`config.mk`:
```
export PLATFORM = sky130hd
export DESIGN_NAME = fetch_stage
export DESIGN_NICKNAME = d
export VERILOG_FILES = /design/src/rtl/fetch_stage.sv
export SDC_FILE = /design/constraint.sdc
export NUM_CORES = 1
export LEC_CHECK = 0
export BUFFER_PORTS_ARGS = -buffer_cell sky130_fd_sc_hd__buf_2
export CORE_ASPECT_RATIO = 0.75
export CORE_MARGIN = 8
export CORE_UTILIZATION = 40
export CTS_BUF_LIST = sky130_fd_sc_hd__clkbuf_2 sky130_fd_sc_hd__clkbuf_4 sky130_fd_sc_hd__clkbuf_8
export CTS_CLUSTER_DIAMETER = 40
export DETAILED_ROUTE_END_ITERATION = 6
export PLACE_DENSITY = 0.65
export SLEW_MARGIN = 10
export SYNTH_ARGS = -nofsm -noshare
export SYNTH_HDL_FRONTEND = slang
export SYNTH_SLANG_ARGS = --single-unit
```
`constraint.sdc`:
```
create_clock -name Clk -period 3.5 [get_ports Clk]
set_clock_uncertainty 0.15 [all_clocks]
set_input_delay 0.35 -clock Clk [delete_from_list [all_inputs] [get_ports Clk]]
set_output_delay 0.35 -clock Clk [all_outputs]
set_load 0.05 [all_outputs]
```
`src/rtl/fetch_stage.sv`:
```
// Fetch stage: PC register, combinational imem port, FWFT fetch buffer.
// Branch redirect flushes the buffer and reloads an aligned PC.
module fetch_stage #(
  parameter int                    ADDR_WIDTH = 32,
  parameter int                    INST_WIDTH = 32,
  parameter int                    DEPTH      = 4,
  parameter logic [ADDR_WIDTH-1:0] RESET_PC   = '0,
  parameter int                    PC_STEP    = 4
) (
  input  logic                         Clk,
  input  logic                         Rst,
  input  logic                         BranchTaken,
  input  logic [ADDR_WIDTH-1:0]        BranchTarget,
  input  logic                         OutReady,
  output logic [ADDR_WIDTH-1:0]        ImemAddr,
  input  logic [INST_WIDTH-1:0]        ImemData,
  output logic                         OutValid,
  output logic [INST_WIDTH-1:0]        OutInst,
  output logic [ADDR_WIDTH-1:0]        OutPCAdd4,
  output logic [$clog2(DEPTH+1)-1:0]   Level
);

  localparam int LW = $clog2(DEPTH + 1);
  localparam int PW = $clog2(DEPTH);
  localparam int SH = $clog2(PC_STEP);

  localparam logic [ADDR_WIDTH-1:0] STEP =
    ADDR_WIDTH'(PC_STEP);
  localparam logic [ADDR_WIDTH-1:0] ONE =
    ADDR_WIDTH'(1);
  localparam logic [ADDR_WIDTH-1:0] MASK =
    ~((ONE << SH) - ONE);
  localparam logic [LW-1:0] FULL = LW'(DEPTH);

  typedef struct packed {
    logic [INST_WIDTH-1:0] inst;
    logic [ADDR_WIDTH-1:0] pcn;
  } entry_t;

  entry_t                fifo_q [DEPTH];
  logic [ADDR_WIDTH-1:0] pc_q;
  logic [ADDR_WIDTH-1:0] pc_inc;
  logic [PW-1:0]         rd_q;
  logic [PW-1:0]         wr_q;
  logic [LW-1:0]         lvl_q;
  logic                  empty;
  logic                  push;
  logic                  pop;
  entry_t                head;

  assign pc_inc   = pc_q + STEP;
  assign ImemAddr = pc_q;
  assign empty    = (lvl_q == '0);
  assign OutValid = ~empty;
  assign Level    = lvl_q;

  assign pop  = OutValid & OutReady & ~BranchTaken;
  assign push = ((lvl_q < FULL) | pop) & ~BranchTaken;

  assign head      = fifo_q[rd_q];
  assign OutInst   = empty ? '0 : head.inst;
  assign OutPCAdd4 = empty ? '0 : head.pcn;

  // PC, pointers and occupancy; reset beats redirect beats fetch
  always_ff @(posedge Clk) begin
    if (Rst) begin
      pc_q  <= RESET_PC;
      rd_q  <= '0;
      wr_q  <= '0;
      lvl_q <= '0;
    end else if (BranchTaken) begin
      pc_q  <= BranchTarget & MASK;
      rd_q  <= '0;
      wr_q  <= '0;
      lvl_q <= '0;
    end else begin
      if (push) begin
        pc_q <= pc_inc;
        wr_q <= wr_q + PW'(1);
      end
      if (pop) begin
        rd_q <= rd_q + PW'(1);
      end
      unique case ({push, pop})
        2'b10:   lvl_q <= lvl_q + LW'(1);
        2'b01:   lvl_q <= lvl_q - LW'(1);
        default: lvl_q <= lvl_q;
      endcase
    end
  end

  // Buffer storage; contents past the head are masked by the level
  always_ff @(posedge Clk) begin
    if (!Rst && push) begin
      fifo_q[wr_q] <= '{inst: ImemData, pcn: pc_inc};
    end
  end

endmodule

```
==> metrics.txt <==
status=complete, no violations; main area contributors after synthesis=edfxtp_1 (61%), mux4_2 (11%), dfxtp_1 (6.4%), and2_1 (3.7%), xnor2_1 (1.7%); slew margin rel.=37.5%; biggest cell delay along the critical path=700 ps; H-Tree Depth=2; power per cell area=493 mW/mm2; initial antenna violation count=0; area of the die=0.0364 mm2; reported max-cap violation count=0; worst endpoint data arrival time=2660 ps; multiplexer fraction of the synthesized cell area=11.5%; Ant. Diodes=0; Initial Util=40.5%; worst-margin pin slew=936 ps; Top delay family on crit path=buffers and inverters; crit path time final=3160 ps; number of max-slew violations in the final report=0; RSZ-0062 raised after global routing=false; total cell area at the placement stage=0.0136 mm2; final layout net count=1083; Max Root-Sink Buffers=3; Hold Violations, Final=0; final global-route overflow total=0; area grow syn2layout=23.2%; part of the power in registers=52.4%; clock network latency to the later pin of the worst-skew pair=560 ps; cells after synthesis=770; FF+latch count, synth=287; vertical die dimension=167 um; Synth async-reset ratio=0%; total CTS buffers=46; total negative slack for setup checks=0 ps; Post-Synth XOR/XNOR Area=3.02%; worst-path cell with the longest stage delay=inv_2; area taken by flip-flops and latches=0.00824 mm2; wire length per cell after detailed routing=21.1 um; number of different library cells in the post-synthesis netlist=50; multi-input logic area=0.00366 mm2; critical path capture point type=output pin; first-pass iteration count of the detailed router=7; clock tree from TritonCTS=done; fraction of power consumed by the clock network=37.8%; type of the worst setup path=register to output pin; layout cell share with drive strength beyond 1=32.1%; share of synthesized area occupied by flip-flops and latches=67.5%; IR drop worst, VDD=308 uV; post-route ant nets=0; buffer cell driving the clock tree root=clkbuf_8; critical-path maximum fanout=53; clock edge transition at the registers on the reported setup and hold paths=60 ps; Post-Place Worst Slack=715 ps; fin crit share=90.3%; final setup slack of the worst path=340 ps; Via Count=7588; maximum frequency from static timing analysis=316 MHz; number of fill cells in the layout=2581; CP required=3000 ps; Psw=1850 uW; warning count from the yosys run=0; overall fraction of global-route tracks in use=16.6%; Avg Inst Size Synth=15.8 um2; largest net degree at the start of global routing=54; via density per instance=5.26; total power after layout=7390 uW; setup violation total in the final timing report=0; # clock sinks=287; count of flip-flops with a built-in enable after synthesis=248; Iteration-0 DRC Markers=538; final WL=30.4 mm; sort of element at the start of the critical path=register; global-route wire length before repair=47.1 mm; most area-hungry cell type in the Yosys netlist=edfxtp_1; number of top-level design ports=168; buffers added on ports=161; dominant combinational cell family by area after synthesis=multiplexers; Rows=55; number of global-route vias before repair=7888; simple-gate portion of the synthesized area=10.3%; last weighted congestion value of the routability-driven placer=0.874; Min-Delay Path Class=primary input to register; Detailed Place HPWL=19.1 mm; chain of cells forming the critical path=nor3_1 -> inv_2 -> buf_4 -> and2_1 -> buf_2; area of all placed cells without fillers=0.0150 mm2; net switching fraction of the power=25.1%; Crit path buffers/inverters=3; fraction of the mapped netlist area in compound gates=4.22%; top cell type's share of synthesized area=61.1%; netlist area before placement=0.0122 mm2; adder-cell share of the synthesized area=0.780%; leakage power=0.00534 uW; die extent in x=218 um; share of total power in combinational logic=9.8%; Int Power=5540 uW; ys flop type=edfxtp_1; DRC violations left=0; placeable core region=0.0301 mm2
-- power by group through the flow --
stage | logic [uW] | clock network (uW) | registers [uW]
3_3_place_gp | 670 | 0 | 3940
4_1_cts | 732 | 2880 | 3880
5_1_grt | 774 | 3010 | 3890
2_1_floorplan | 380 | 0 | 4010
3_5_place_dp | 679 | 0 | 3950
6_report | 722 | 2800 | 3880
-- worst paths after layout --
path / start / to / slack (ps) / cells after the start
setup / recovery: Level[2] / OutPCAdd4[8] / 340 / 5
hold / removal: BranchTarget[26] / ImemAddr[26] / 40 / 3
hold reg to reg: wr_q[1] / wr_q[1] / 350 / 2
setup reg to reg: ImemAddr[2] / ImemAddr[18] / 660 / 7
-- layer usage --
metal / GRT usage [%] / part of all wire [%] / vias to the layer above
met4: 4.05 / 1.7 / 0
met5: 0 / 0 / -
met1: 23.5 / 46 / 3780
met2: 24.7 / 44 / 299
met3: 5.13 / 8.3 / 43
li1: - / - / 3466
-- cell usage in the layout, fill, tap and decap left out, types with 4 or more instances in the layout --
master,n
a21oi_1,13
dfxtp_1,37
mux4_2,62
nor4_1,10
and4_1,6
and3_1,6
clkbuf_4,14
buf_2,161
nor2_1,35
nand2_1,31
nor3_1,15
clkinv_2,9
or3_1,5
and2_4,4
buf_4,19
and2_1,69
a2111oi_0,7
xor2_1,19
edfxtp_1,248
o21ai_0,6
xnor2_1,23
inv_1,19
nand4_1,11
dlygate4sd3_1,56
nand3_1,15
clkinv_1,10
nand4b_1,4
a311oi_1,7
buf_12,7
ha_1,6
clkbuf_8,48
conb_1,4
a211oi_1,15
-- per-stage QoR --
step | instances | hold WS, ps | utilization [%]
floorplan | 773 | 299 | -
CTS | 1442 | 8.00 | 49.9
detailed placement | 1303 | 336 | 45.1
global placement | 1303 | 336 | 45.1
global route | 1442 | 53.8 | 49.9
finish | 1442 | 37.6 | 49.9
-- cells by family after synthesis --
kind of cell,Yosys count
mux,63
buf+inv,76
simple gates,226
xor+xnor,42
flops,287
other cells,1
compound gates,68
fa+ha+maj,7
-- worst min-delay path: cells and delay by family --
kind                   cells  cell delay (ps)
and+or+nand+nor            1              170
AOI/OAI and AO/OA          1               80
buffers and inverters      1              100
-- what timing repair did --
item / 4_1_cts / 5_1_grt
hold buffers: 56 / 0
resized for setup: 0 / 0
setup buffers: 0 / 0
hold endpoints to repair: 150 / 0
-- flip-flops by register name, summed over array words and instances, names as in the netlist, named ones only --
register	count
fifo_q	248
ImemAddr	30
Level	3
rd_q	2
wr_q	2
-- cell usage after synthesis (2+ instances only) --
master and n:
buf_2 8, o31ai_1 2, xnor2_1 23, or4_1 3, nor4_1 10, nor3_1 15
nor2_1 35, and3_1 6, and2_1 73, clkbuf_2 2, o31a_1 2, o21ai_0 6
edfxtp_1 248, xor2_1 19, a21oi_1 13, dfxtp_1 39, a31oi_1 3, a2111oi_2 3
nand2_1 31, nand4_1 11, or2_2 2, a311oi_1 7, and4_1 6, inv_1 20
nor3b_1 3, a211oi_1 15, or3_1 5, a2111oi_0 7, buf_4 5, o221ai_1 3
a221oi_1 2, nand2b_1 2, nand3_1 15, nor2b_1 2, ha_1 6, nand4b_1 4
clkbuf_1 40, mux4_2 62
-- area by class of cell --
class	count	share of cell area, %
Clock inverter	21	0.800
Sequential cell	287	54.9
Multi-Input combinational cell	410	24.4
Timing Repair Buffer	243	11.0
Clock buffer	62	5.10
Tap cell	399	3.33
Inverter	20	0.500
Power figures use the tool's default switching activity.
